--- config.mk ---
export PLATFORM = sky130hd
export DESIGN_NAME = axi_fifo_ctrl
export DESIGN_NICKNAME = d
export VERILOG_FILES = /design/src/rtl/axi_fifo_pkg.sv /design/src/rtl/axi_fifo_entry.sv /design/src/rtl/axi_fifo_ctrl.sv
export SDC_FILE = /design/constraint.sdc
export NUM_CORES = 1
export LEC_CHECK = 0
export BUFFER_PORTS_ARGS = -buffer_cell sky130_fd_sc_hd__buf_4
export CAP_MARGIN = 25
export CORE_MARGIN = 1.5
export CORE_UTILIZATION = 53
export CTS_CLUSTER_SIZE = 30
export DETAILED_ROUTE_END_ITERATION = 8
export GPL_TIMING_DRIVEN = 0
export MAX_ROUTING_LAYER = met4
export PLACE_DENSITY_LB_ADDON = 0.2
export SYNTH_ARGS = -nofsm -noshare
export SYNTH_HDL_FRONTEND = slang
export SYNTH_HIERARCHICAL = 1
export SYNTH_SLANG_ARGS = --single-unit
--- constraint.sdc ---
create_clock -name fifo_clk -period 7.7 [get_ports fifo_clk]
set_input_delay 0.385 -clock fifo_clk [delete_from_list [all_inputs] [get_ports fifo_clk]]
set_output_delay 0.385 -clock fifo_clk [all_outputs]
set_load 0.01 [all_outputs]
--- src/rtl/axi_fifo_pkg.sv ---
// Shared types and constants for the AXI channel buffer.
package axi_fifo_pkg;

    localparam int unsigned AXI_FIFO_DW    = 71;
    localparam int unsigned AXI_FIFO_DEPTH = 8;

    typedef logic [AXI_FIFO_DW-1:0] axi_fifo_data_t;

endpackage

--- src/rtl/axi_fifo_entry.sv ---
// Single buffer entry: captures the shared write bus when its create enable is set.
module axi_fifo_entry
    import axi_fifo_pkg::*;
(
    input  logic           entry_clk,
    input  logic           entry_rst_b,
    input  logic           create_en,
    input  axi_fifo_data_t data_in,
    output axi_fifo_data_t data_out
);

    always_ff @(posedge entry_clk or negedge entry_rst_b) begin
        if (!entry_rst_b) begin
            data_out <= '0;
        end else if (create_en) begin
            data_out <= data_in;
        end
    end

endmodule

--- src/rtl/axi_fifo_ctrl.sv ---
// Pointer/flow-control sequencer over DEPTH axi_fifo_entry registers.
// Status flags are pure decodes of the registered pointers, so they move only on clock or reset.
module axi_fifo_ctrl
    import axi_fifo_pkg::*;
#(
    parameter  int unsigned DEPTH = AXI_FIFO_DEPTH,
    localparam int unsigned PTR_W = $clog2(DEPTH),
    localparam int unsigned CNT_W = PTR_W + 1
) (
    input  logic             fifo_clk,
    input  logic             fifo_rst_b,
    input  logic             push_vld,
    input  axi_fifo_data_t   push_data,
    output logic             push_rdy,
    output logic             pop_vld,
    output axi_fifo_data_t   pop_data,
    input  logic             pop_rdy,
    output logic [CNT_W-1:0] fifo_cnt,
    output logic             fifo_full,
    output logic             fifo_empty
);

    logic [CNT_W-1:0] wr_ptr;
    logic [CNT_W-1:0] rd_ptr;
    logic             push_fire;
    logic             pop_fire;
    logic [DEPTH-1:0] create_en;
    axi_fifo_data_t   entry_q [DEPTH];

    // Pointer MSB is the wrap bit; equal indices with differing wrap bits means full.
    assign fifo_empty = (wr_ptr == rd_ptr);
    assign fifo_full  = (wr_ptr[PTR_W-1:0] == rd_ptr[PTR_W-1:0]) &&
                        (wr_ptr[PTR_W] != rd_ptr[PTR_W]);
    assign fifo_cnt   = wr_ptr - rd_ptr;
    assign push_rdy   = !fifo_full;
    assign pop_vld    = !fifo_empty;
    assign push_fire  = push_vld && push_rdy;
    assign pop_fire   = pop_vld && pop_rdy;
    assign pop_data   = entry_q[rd_ptr[PTR_W-1:0]];

    always_ff @(posedge fifo_clk or negedge fifo_rst_b) begin
        if (!fifo_rst_b) begin
            wr_ptr <= '0;
            rd_ptr <= '0;
        end else begin
            if (push_fire) begin
                wr_ptr <= wr_ptr + CNT_W'(1);
            end
            if (pop_fire) begin
                rd_ptr <= rd_ptr + CNT_W'(1);
            end
        end
    end

    // One-hot create decode; every entry sees the same write bus.
    for (genvar i = 0; i < DEPTH; i++) begin : g_entry
        assign create_en[i] = push_fire && (wr_ptr[PTR_W-1:0] == PTR_W'(i));

        axi_fifo_entry u_entry (
            .entry_clk   (fifo_clk),
            .entry_rst_b (fifo_rst_b),
            .create_en   (create_en[i]),
            .data_in     (push_data),
            .data_out    (entry_q[i])
        );
    end

endmodule

## Yosys cells after proc, flatten, opt, wreduce, memory -nomap -nowiden

Index checks and enable logic that the tools add are counted.

| cells by class | value |
|---|---|
| reductions and logical operators | 14 |
| eq/ne operators | 10 |
| bitwise gates (word level) | 1 |
| muxes and demuxes | 3 |
| magnitude comparators | 1 |
| $add $sub $neg | 3 |

Operator list:

| cell | count |
|---|---|
| 71-bit binary-select mux with 3-bit select | 1 |
| 71-bit two-way mux | 2 |
| 3-bit == test (second input constant) | 4 |
| 1-bit logical AND | 11 |
| 4-bit by 1-bit adder with 4-bit output (second input constant) | 2 |
| 3-bit by 2-bit == test with 1-bit output (second input constant) | 2 |
| 4-bit == test | 1 |
| 4-bit >= comparator (second input constant) | 1 |
| 3-bit NOT with 4-bit output | 1 |
| 4-bit subtractor | 1 |
| 3-bit by 1-bit == test with 1-bit output (second input constant) | 1 |
| 3-bit == test | 1 |
| 3-bit logical NOT | 1 |
| 1-bit logical NOT | 2 |
| 1-bit inequality test | 1 |

| word-level totals | value |
|---|---|
| logic and storage cells | 42 |
| bits in registers | 576 |
| bits of input ports | 75 |

## Longest topological paths before layout

Gate-level depths: netlist of the first run.

| logic depth | value |
|---|---|
| depth in word-level cells | 5 |
| depth in mapped cells | 12 |
| mapped depth without buffers | 6 |

## Cells and area by module

The synthesis of the first run kept the hierarchy.

Modules (own cells, without submodules):

| module | area each (µm²) | instances | sequential area each (µm²) | cells each |
|---|---|---|---|---|
| axi_fifo_entry | 2,990.4 | 8 | 1,776.7 | 150 |
| axi_fifo_ctrl | 4,883.4 | 1 | 200.2 | 465 |

## Worst setup path after synthesis of the first run

OpenSTA, ideal clock, no wires.

| timing | value |
|---|---|
| path kind | reg-to-reg |
| from | register rd_ptr[1] |
| to | register g_entry[2].u_entry.data_out[0] |
| setup time | 0.125 ns |
| stages on the path, launching flop included | 13 |
| data arrival time | 2.510 ns |
| slack | 5.064 ns |
| clock period less this slack | 2.636 ns |
| cell sequence | dfrtp_1 buf_2 buf_2 buf_2 inv_1 ha_1 nand3_1 o21a_1 buf_2 and3_1 buf_6 buf_12 mux2_4 |

| on the way | value |
|---|---|
| longest elaborated chain between the ends | 5 |

Ends and longest elaborated chain:

| what | line | source |
|---|---|---|
| from (decl) | axi_fifo_ctrl.sv:24 | `logic [CNT_W-1:0] rd_ptr;` |
| from (signal assigned) | axi_fifo_ctrl.sv:50 | `rd_ptr <= rd_ptr + CNT_W'(1);` |
| 3-bit == test | axi_fifo_ctrl.sv:32 | `assign fifo_full = (wr_ptr[PTR_W-1:0] == rd_ptr[PTR_W-1:0]) &&` |
| 1-bit logical AND | axi_fifo_ctrl.sv:32 |  |
| 1-bit logical NOT | axi_fifo_ctrl.sv:35 | `assign push_rdy = !fifo_full;` |
| 1-bit logical AND | axi_fifo_ctrl.sv:37 | `assign push_fire = push_vld && push_rdy;` |
| 1-bit logical AND | axi_fifo_ctrl.sv:57 | `assign create_en[i] = push_fire && (wr_ptr[PTR_W-1:0] == PTR_W'(i));` |
| net create_en[2] | axi_fifo_ctrl.sv:27 | `logic [DEPTH-1:0] create_en;` |
| to (signal assigned) | axi_fifo_entry.sv:16 | `data_out <= data_in;` |
| to (decl) | axi_fifo_entry.sv:9 | `output axi_fifo_data_t data_out` |

The timed path passes the listed nets, and every way through them passes these cells.
A chain may end at the register's enable or synchronous reset.

## Worst setup path after layout of the first run

| timing | value |
|---|---|
| from | register rd_ptr[1] |
| to | output fifo_cnt[3] |

| on the way | value |
|---|---|
| longest elaborated chain between the ends | 1 |

Ends and longest elaborated chain:

| what | line | source |
|---|---|---|
| 4-bit subtractor | axi_fifo_ctrl.sv:34 | `assign fifo_cnt = wr_ptr - rd_ptr;` |
| to (decl) | axi_fifo_ctrl.sv:18 | `output logic [CNT_W-1:0] fifo_cnt,` |

No other way between the ends.

==> flow_summary_export.csv, run 1 <==
group,metric,value,unit
floorplan,dieArea,55800,sq um
power,power.total,16.2,mW
floorplan,core-area,53800,sq um
critical_path,required,7.32,ns
global_routing,grtUsageMet3,4.13,%
sta,timing.final.crit_share,46.9,%
layout,nFillCells,3885,
placed_design,port_buffers,153,
drt,avgRoutedWirePerCell,24.2,microns
critical_path,cp_top_family,"buffers and inverters",
critical_path,rr_worst_depth,12,
clocking,h-tree-depth,3,
global_routing,grt_pass1_wl,102000,microns
hold_path,hold_path_depth,2,
drt,drt_pass1_iterations,4,
floorplan,initial_utilization,53.5,%
floorplan,io_pins,154,
layout,final_nets,1977,
critical_path,cp.arrival,3.23,ns
clocking,cts_made_buffers,66,
drt,vias_per_cell,5.63,
global_routing,grt_pass1_vias,16600,
clocking,cts_buffer_depth,3,
global_routing,use_met2,36.1,%
sta,fin_crit,3.62,ns
sta,hold_viol,0,
critical_path,path_buf_inv,5,
layout,final_layout_size_suffix_gt1_share,55.2,%
sta,max_freq,277,MHz
synthesis,syn_area_per_cell,17.3,sq um
sta,tightest_slew,0.933,ns
layout,area_growth,15.5,%
sta,finalSetupViolCount,0,
sta,maxSlewViolCount,0,
critical_path,crit_chain,"buf_2 -> buf_2 -> buf_2 -> inv_1 -> ha_1 -> a21o_1 -> a21oi_1 -> xnor2_1 -> buf_4",
critical_path,worstSetupPathType,"flop to primary output",
clocking,cts_tree,"yes",
critical_path,crit_path_top_delay_cell,"buf_2",
sta,rsz0062_at_grt,"false",
power,ir_drop,0.243,mV
critical_path,cp.depth,9,
synthesis,synth_area,28800,sq um
global_routing,grt_max_degree,128,
global_routing,grt-ovfl-total,0,
clocking,cts.sink_count,576,
drt,drtAntennaViolNets,0,
power,power.density,487,nW/um^2
sta,clock_skew,0.0229,ns
global_routing,grt.busiest_layer,"met2",
status,status,"complete, no violations",
power,power.leakage,15.2,nW
clocking,clk_latency,0.60,ns
hold_path,hold_path_class,"input pin to flop",
synthesis,yosysTopAreaCellShare,50.0,%
placed_design,hpwl,39000,microns
sta,max-slew-margin-rel,37.8,%
critical_path,critical_path.max_stage_delay,0.46,ns
drt,wl,63700,microns
drt,drtIter0Drc,939,
critical_path,crit_fanout,10,
drt,route.detailed.drc,0,
synthesis,synth_top_area_cell,"dfrtp_1",
critical_path,crit_path_end_kind,"primary output",
placed_design,gp_congestion,0.759,
synthesis,yosys.cell_types.count,28,
floorplan,die_x,236,microns
clocking,cts_setup_buffers,0,
clocking,clock-root-buffer,"clkbuf_16",
floorplan,row_count,85,
critical_path,critPathLaunchType,"flop",
global_routing,grt.total_usage,24.4,%
synthesis,synth_seq_cells,576,
global_routing,use_met1,35.5,%
synthesis,yosysWarnings,6,
synthesis,yosys-top-cells-area,"dfrtp_1, mux2_4, mux4_2, buf_12, nand2_1",
synthesis,synthCells,1665,
clocking,path_clk_slew,0.06,ns
drt,dr_total_vias,14800,
sta,setup-tns-final,0,ns
synthesis,synth.net_count,1751,
synthesis,seq_area_frac_synth,50.0,%
floorplan,die_h,236,microns
global_routing,grt_antenna_before_repair,3,
flow_run,maxCapViolCount,0,
critical_path,cp_common_cell,"buf_2",
[power breakdown]
part | switching [mW] | leakage (nW) | internal, mW
Combinational | 2.89 | 7.14 | 4.64
Sequential | 0.842 | 6.94 | 4.57
Clock | 1.26 | 1.14 | 2.02
[stage by stage]
step	hold slack [ns]	worst slack, ns	utilization (%)	cell area (sq um)	instances
5_1_grt	0.0632	3.95	61.8	33300	2637
3_3_place_gp	0.485	0.244	57.3	30800	2514
3_5_place_dp	0.488	4.13	57.5	30900	2518
4_1_cts	0.0428	4.04	61.8	33300	2634
6_report	0.0803	4.08	61.8	33300	2637
2_1_floorplan	0.0894	5.06	-	28800	1665
[repair_timing]
item                                   in CTS  in global routing
endpoints found under the hold margin     113                  0
hold buffers                                1                  0
gates resized for setup                     0                  0
[cell families (layout without fill, tap and decap cells)]
| logic type | count (synthesis) | after routing | synth area share, % |
|---|---|---|---|
| AO/OA/AOI/OAI | 6 | 6 | 0.122 |
| XOR/XNOR | 9 | 9 | 0.274 |
| adder cells (fa/ha/maj) | 11 | 11 | 0.504 |
| buffers and inverters | 122 | 395 | 5.32 |
| flip-flops | 576 | 576 | 50.0 |
| multiplexers | 711 | 711 | 40.6 |
| other | 0 | 3 | 0 |
| AND/OR/NAND/NOR | 230 | 230 | 3.11 |
[state kept, by name (all words and copies together) (netlist names)]
| name | flops |
|---|---|
| wr_ptr | 4 |
| g_entry.u_entry/data_out | 568 |
| rd_ptr | 4 |
[final timing paths]
path	slack [ns]	start	to
max in group asynchronous	5.57	fifo_rst_b	g_entry[4].u_entry/data_out[52]
worst min register to register	0.50	g_entry[6].u_entry/data_out[44]	g_entry[6].u_entry/data_out[44]
worst max register to register	4.10	rd_ptr[1]	g_entry[5].u_entry/data_out[11]
worst min-delay path	0.08	push_data[4]	g_entry[0].u_entry/data_out[4]
worst max-delay path	4.08	rd_ptr[1]	fifo_cnt[3]
min in group asynchronous	0.45	fifo_rst_b	g_entry[5].u_entry/data_out[14]
[placed cells by master (no fill, tap or decap)]
master,count
fa_1,1
or2_2,1
clkbuf_8,18
diode_2,3
bufinv_16,4
buf_12,56
dfrtp_1,576
o21ai_0,2
inv_2,1
buf_16,4
inv_8,1
xor2_1,2
and2_1,2
xnor2_1,7
buf_1,1
nor2_1,2
clkbuf_16,73
clkinv_2,10
a21o_1,1
nand2b_1,1
buf_8,1
and3_1,6
mux2_4,560
mux4_2,142
ha_1,10
buf_4,159
dlygate4sd3_1,1
nand3_1,3
nand2_1,214
o21a_1,1
clkbuf_1,26
a21oi_1,2
nand4_1,1
buf_6,16
inv_1,9
buf_2,13
mux2_2,9
clkinvlp_4,2
[synthesized netlist by cell type]
library cell and count:
a21o_1 1, a21oi_1 2, and2_1 2, and3_1 6, buf_1 1, buf_12 56, buf_2 13, buf_4 7
buf_6 16, clkbuf_1 19, dfrtp_1 576, fa_1 1, ha_1 10, inv_1 9, inv_2 1, mux2_2 9
mux2_4 560, mux4_2 142, nand2_1 214, nand2b_1 1, nand3_1 3, nand4_1 1, nor2_1 2, o21a_1 1
o21ai_0 2, or2_2 1, xnor2_1 7, xor2_1 2
[layout make-up]
cell class	instances	area, sq um	share of cell area (%)
well taps	696	871	2.62
multi-input cells	967	12900	38.7
inverters	10	37.5	0.113
plain buffers	112	1490	4.49
diodes	3	7.51	0.0226
clock buffers	98	2100	6.32
clock inverters	17	196	0.591
repair buffers	158	1280	3.84
flip-flops and latches	576	14400	43.3
[worst register-to-register path: cells and delay by family, from the launching register on]
kind | cells | cell delay [ns]
compound gates | 1 | 0.20
simple gates | 2 | 0.32
mux | 1 | 0.32
buf+inv | 7 | 1.96
flops | 1 | 0.39
fa+ha+maj | 1 | 0.30
[per-layer routing]
| layer | part of all wire, % | up-vias |
|---|---|---|
| met5 | 0 | - |
| met4 | 2.0 | 0 |
| met1 | 48 | 8039 |
| met3 | 3.5 | 93 |
| li1 | - | 6463 |
| met2 | 47 | 248 |
Power figures use the tool's default switching activity.
==> run 2, diff against run 1 <==
clock period = 3.5 ns   (was 7.7 ns; I/O delays follow)
==> run 2 against run 1 <==
Compared with the run above: routed wire length rose by 0.50%; critical endpoint is now g_entry[5].u_entry/data_out[11]; largest power group unchanged; utilization is 1.3 points higher; hold slack got worse by 0.023 ns; die area is the same; first-iteration DRC count grew 10%; total power increased by 120%; final cell count up 2.7%; clock power up 120%; sequential share of layout area fell by 0.91 points; register-to-register slack got worse by 3.8 ns; sequential power increased by 120%; non-clock buffer count up 71.
==> flow_summary_export.csv, run 2 (same netlist as run 1, synthesis figures left out) <==
group,metric,value,unit
layout,final_common_cell,"dfrtp_1",
sta,clock_skew,0.0219,ns
placed_design,port_buffers,153,
global_routing,grt_antenna_before_repair,2,
floorplan,row_count,85,
sta,finalSetupViolCount,0,
power,power.total,35.7,mW
sta,fin_crit,3.25,ns
layout,final_nets,2048,
layout,fin_util,63.1,%
global_routing,grt_pass1_wl,103000,microns
layout,area_growth,17.9,%
layout,multiInputGateArea,12900,sq um
global_routing,grt-ovfl-total,0,
critical_path,critPathLaunchType,"flop",
floorplan,initial_utilization,53.5,%
drt,route.met2.wl,30000,microns
sta,max-slew-margin-rel,37.3,%
clocking,cts_buffer_depth,3,
power,p_sw,11.0,mW
drt,drtIter0Drc,1033,
clocking,cts_tree,"yes",
critical_path,crit_fanout,10,
power,power.leakage,15.5,nW
power,p_comb_share,46.5,%
clocking,clock-root-buffer,"clkbuf_16",
drt,dr_total_vias,15200,
flow_run,maxCapViolCount,0,
sta,layout_setup_ws,0.252,ns
placed_design,hpwl,39000,microns
layout,top_register,"g_entry.u_entry/data_out",
critical_path,crit_path_top_delay_cell,"clkbuf_1",
sta,timing.final.crit_share,92.8,%
drt,met3WireLength,2020,microns
power,pwr-share-clk,20.2,%
floorplan,core-area,53800,sq um
drt,drtAntennaViolNets,0,
critical_path,crit_chain,"inv_2 -> clkbuf_1 -> ha_1 -> nand3_1 -> o21a_1 -> buf_2 -> and3_1 -> buf_6 -> buf_12 -> mux2_4",
layout,biggestRegsByFlops,"g_entry.u_entry/data_out: 568 flops, rd_ptr: 4 flops, wr_ptr: 4 flops",
hold_path,hold_path_class,"input pin to flop",
sta,whs,0.0575,ns
sta,max_freq,308,MHz
placed_design,post-place-ws,-0.0708,ns
sta,hold_viol,0,
floorplan,io_pins,154,
clocking,clk_latency,0.60,ns
power,p_int,24.7,mW
critical_path,critical_path.max_stage_delay,0.56,ns
floorplan,die_x,236,microns
drt,drt_pass1_iterations,4,
critical_path,worstSetupPathType,"flop to flop",
power,power.density,1050,nW/um^2
global_routing,grt_max_degree,128,
global_routing,grt.total_usage,24.6,%
sta,rsz0062_at_grt,"false",
layout,largest_reg_flops,568,
critical_path,cp.arrival,3.72,ns
clocking,path_clk_slew,0.06,ns
layout,nFillCells,3832,
drt,highest_layer,"met4",
floorplan,dieArea,55800,sq um
placed_design,gp_congestion,0.759,
clocking,h-tree-depth,3,
drt,wl,64000,microns
power,ir_drop,0.653,mV
sta,tightest_slew,0.940,ns
status,status,"complete, no violations",
drt,vias_per_cell,5.60,
layout,most-common-layout-cells,"dfrtp_1, mux2_4, nand2_1",
global_routing,grt_pass1_vias,16900,
power,switching_share,30.7,%
critical_path,required,3.97,ns
clocking,cts_made_buffers,66,
critical_path,crit_path_end_kind,"flop",
floorplan,die_h,236,microns
layout,seqCellArea,14400,sq um
drt,m1WireLength,30800,microns
drt,avgRoutedWirePerCell,23.7,microns
drt,route.detailed.drc,0,
sta,maxSlewViolCount,0,
power,power_frac_seq,33.3,%
layout,final_layout_size_suffix_gt1_share,53.2,%
clocking,cts.sink_count,576,
clocking,cts_setup_buffers,0,
run 2: metal layers:
metal | vias to the layer above | GRT usage [%]
met5 | - | -
li1 | 6611 | -
met3 | 90 | 3.89
met4 | 0 | 5.69
met2 | 257 | 36.5
met1 | 8196 | 35.9
run 2: area by class of cell:
type,count,area share [%]
clock buffer,98,6.18
sequential,576,42.4
inverter,10,0.110
tap,696,2.56
multi-input combinational,967,37.9
timing repair buffer,230,5.88
clock inverter,17,0.578
antenna,2,0.0147
buffer,111,4.39
run 2: worst max-delay path: cells and delay by family, from the launching register on:
kind                       cells  cell delay (ns)
buffers and inverters          5             1.49
muxes                          1             0.31
adders and majority gates      1             0.40
DFF                            1             0.38
and+or+nand+nor                2             0.34
AOI/OAI and AO/OA              1             0.20
run 2: stage by stage:
stage / instances / area [sq um] / setup TNS, ns
floorplan: 1665 / 28800 / 0
global placement: 2514 / 30800 / -2120.19
detailed placement: 2518 / 30900 / -9.93
CTS: 2706 / 34000 / 0
global route: 2707 / 34000 / 0
finish: 2707 / 34000 / 0
run 2: repair_timing:
item,in CTS,in global routing
gates resized for setup,1,0
pin swaps,0,0
hold buffers,73,0
setup endpoints to repair,350,350
endpoints found under the hold margin,683,0
run 2: final timing paths:
kind,start,to,slack (ns),cells after the start
worst max-delay path,rd_ptr[2],g_entry[5].u_entry/data_out[11],0.25,10
worst min-delay path,push_vld,wr_ptr[3],0.06,4
worst max register to register,rd_ptr[2],g_entry[5].u_entry/data_out[11],0.25,10
worst min register to register,g_entry[6].u_entry/data_out[44],g_entry[6].u_entry/data_out[44],0.50,1
max in group asynchronous,fifo_rst_b,g_entry[4].u_entry/data_out[52],1.57,4
min in group asynchronous,fifo_rst_b,g_entry[5].u_entry/data_out[14],0.24,2
run 2: power by group through the flow:
stage / Clock [mW] / Sequential [mW] / Combinational [mW]
floorplan: 0 / 11.3 / 12.4
global placement: 0 / 11.7 / 16.4
detailed placement: 0 / 11.9 / 16.6
CTS: 7.37 / 11.9 / 16.8
global route: 7.63 / 12.3 / 17.7
finish: 7.21 / 11.9 / 16.6
==> run 3, diff against run 2 <==
SYNTH_HIERARCHICAL = default   (was 1)
==> run 3 against run 2 <==
Compared with the run above: final cell count is 0.74% lower; global-route usage up 0.56 points; critical path type unchanged; non-clock buffer count is the same; highest routed layer unchanged; utilization up 0.62 points.
==> flow_summary_export.csv, run 3 <==
group,metric,value,unit
synthesis,synth_top_cells_by_count,"dfrtp_1, mux2_2, nand2_1",
drt,route.detailed.drc,0,
placed_design,dpl-instance-area,28900,sq um
floorplan,core-area,50000,sq um
drt,drtAntennaViolNets,0,
critical_path,required,3.99,ns
synthesis,synth_edf_count,0,
power,power.density,1030,nW/um^2
layout,top_register,"g_entry.u_entry.data_out",
drt,dr_total_vias,15000,
clocking,cts_made_buffers,61,
placed_design,port_buffers,153,
power,ir_drop,0.664,mV
drt,drt_pass1_iterations,4,
layout,most-common-layout-cells,"dfrtp_1, mux2_2, nand2_1",
synthesis,synth_top_area_cell,"dfrtp_1",
floorplan,io_pins,154,
floorplan,initial_utilization,53.5,%
placed_design,gp_congestion,0.755,
critical_path,timing.rr.start,"rd_ptr[1]",
critical_path,crit_path_top_delay_cell,"and3_1",
synthesis,ys.flop_type,"dfrtp_1",
sta,maxSlewViolCount,0,
clocking,cts_buffer_depth,3,
critical_path,rrSetupSlack,0.19,ns
sta,tightest_slew,0.951,ns
synthesis,yosysTopAreaCellShare,53.9,%
critical_path,crit_fanout,19,
critical_path,crit_path_end_kind,"flop",
sta,timing.final.crit_share,94.6,%
layout,stdcell_area,31900,sq um
critical_path,rr_endpoint,"g_entry[7].u_entry.data_out[47]",
clocking,path_clk_slew,0.06,ns
layout,area_growth,19.2,%
placed_design,hpwl,38200,microns
floorplan,row_count,82,
floorplan,die_x,228,microns
critical_path,cp_top_family,"buffers and inverters",
synthesis,synth_area,26700,sq um
status,status,"complete, no violations",
clocking,clock-root-buffer,"clkbuf_16",
critical_path,path_buf_inv,4,
global_routing,grt.total_usage,25.2,%
synthesis,syn_area_per_cell,16.0,sq um
global_routing,grt_pass1_vias,16400,
power,power.leakage,14.8,nW
critical_path,worstSetupPathType,"flop to flop",
layout,final_common_cell,"dfrtp_1",
layout,biggestRegsByFlops,"g_entry.u_entry.data_out: 568 flops, rd_ptr: 4 flops, wr_ptr: 4 flops",
sta,finalSetupViolCount,0,
sta,max-slew-margin-rel,36.6,%
synthesis,yosys.cell_types.count,30,
global_routing,grt-ovfl-total,0,
synthesis,synthCells,1665,
synthesis,synth_seq_cells,576,
sta,max_freq,302,MHz
critical_path,critPathLaunchType,"flop",
global_routing,grt_pass1_wl,95800,microns
critical_path,cp_common_cell,"buf_4",
drt,drtIter0Drc,893,
synthesis,yosysMostFrequentCell,"dfrtp_1",
synthesis,yosys-top-cells-area,"dfrtp_1, mux4_2, mux2_4, mux2_2, mux2_1",
global_routing,grt_max_degree,125,
global_routing,grt_antenna_before_repair,2,
clocking,cts_tree,"yes",
clocking,cts.sink_count,576,
hold_path,hold_path_class,"input pin to asynchronous set/reset pin",
sta,setup-tns-final,0,ns
floorplan,die_h,228,microns
synthesis,seq_area_frac_synth,53.9,%
sta,rsz0062_at_grt,"false",
critical_path,cp.arrival,3.80,ns
synthesis,yosysWarnings,0,
drt,avgRoutedWirePerCell,22.6,microns
clocking,h-tree-depth,2,
critical_path,rr_worst_depth,9,
layout,largest_reg_flops,568,
critical_path,crit_chain,"buf_4 -> buf_2 -> inv_1 -> ha_1 -> nand3_1 -> nand2b_2 -> and3_1 -> buf_4 -> mux2_1",
sta,hold_viol,0,
floorplan,dieArea,51800,sq um
synthesis,async_reset_ff_share,100,%
drt,wl,60600,microns
layout,final_layout_size_suffix_gt1_share,45.6,%
critical_path,critical_path.max_stage_delay,0.62,ns
layout,nFillCells,3671,
drt,vias_per_cell,5.59,
sta,fin_crit,3.31,ns
synthesis,synth.net_count,1751,
flow_run,maxCapViolCount,0,
sta,clock_skew,0.0154,ns
layout,final_nets,2046,
clocking,clk_latency,0.62,ns
==> run 3: kinds of logic after synthesis <==
group	share of synthesized area (%)
adders and majority gates	0.543
xor gates and xnor gates	0.295
DFF	53.9
AOI/OAI and AO/OA	0.103
and+or+nand+nor	3.44
buffers and inverters	2.73
muxes	38.9
==> run 3: per-layer routing <==
| layer | part of all wire [%] | global-route usage (%) | vias to the layer above | wire (microns) |
|---|---|---|---|---|
| met5 | 0 | - | - | 0 |
| met4 | 2.0 | 6.39 | 0 | 1210 |
| met3 | 3.9 | 3.28 | 94 | 2360 |
| met2 | 48 | 39.3 | 252 | 29300 |
| met1 | 46 | 35.3 | 8044 | 27800 |
| li1 | - | - | 6628 | - |
==> run 3: power breakdown <==
group / total (mW) / switching, mW / internal [mW]
Clock: 6.93 / 2.68 / 4.26
Combinational: 14.3 / 6.00 / 8.27
Sequential: 11.7 / 1.70 / 10.0
==> run 3: worst reg2reg max path, delay by kind of cell, from the launching register on <==
family / cells / cell delay [ns]
flip-flops: 1 / 0.40
multiplexers: 1 / 0.36
adder cells (fa/ha/maj): 1 / 0.30
AND/OR/NAND/NOR: 3 / 0.94
buffers and inverters: 4 / 1.18
==> run 3: area by class of cell <==
class                      count  area, sq um  share of cell area (%)
buffer                       105          679                    2.13
clock inverter                21          317                   0.994
antenna                        2         5.00                  0.0157
sequential                   576        14400                    45.2
tap                          672          841                    2.64
clock buffer                  95         1880                    5.89
multi-input combinational    970        11600                    36.4
inverter                      10         37.5                   0.118
timing repair buffer         236         2090                    6.56
==> run 3: stage by stage <==
stage                     setup slack, ns  cells  util [%]  hold WS (ns)  total power, mW
after floorplan                     0.510   1665         -        -0.121             21.4
after global placement              -3.73   2490      57.5         0.449             25.5
after detailed placement            -1.27   2495      57.7        0.0963             26.1
after CTS                          0.0137   2682      63.6        0.0288             33.2
after global routing               0.0463   2687      63.8        0.0721             34.9
final                               0.190   2687      63.8        0.0324             32.9
==> run 3: repair_timing <==
action,4_1_cts,5_1_grt
hold endpoints to repair,718,0
endpoints found under the setup margin,622,276
setup buffers,0,4
hold buffers,74,0
gates resized for setup,5,0
pin swaps,0,3
==> run 3: worst max-delay path by stage <==
| stage | from | to | cells after the start |
|---|---|---|---|
| after global routing | rd_ptr[0] | pop_data[40] | 7 |
| after detailed placement | rd_ptr[1] | g_entry[1].u_entry.data_out[60] | 11 |
| after global placement | fifo_rst_b | g_entry[2].u_entry.data_out[54] | 1 |
| final | rd_ptr[1] | g_entry[7].u_entry.data_out[47] | 9 |
| after floorplan | rd_ptr[1] | g_entry[4].u_entry.data_out[0] | 12 |
| after CTS | rd_ptr[1] | g_entry[2].u_entry.data_out[62] | 10 |
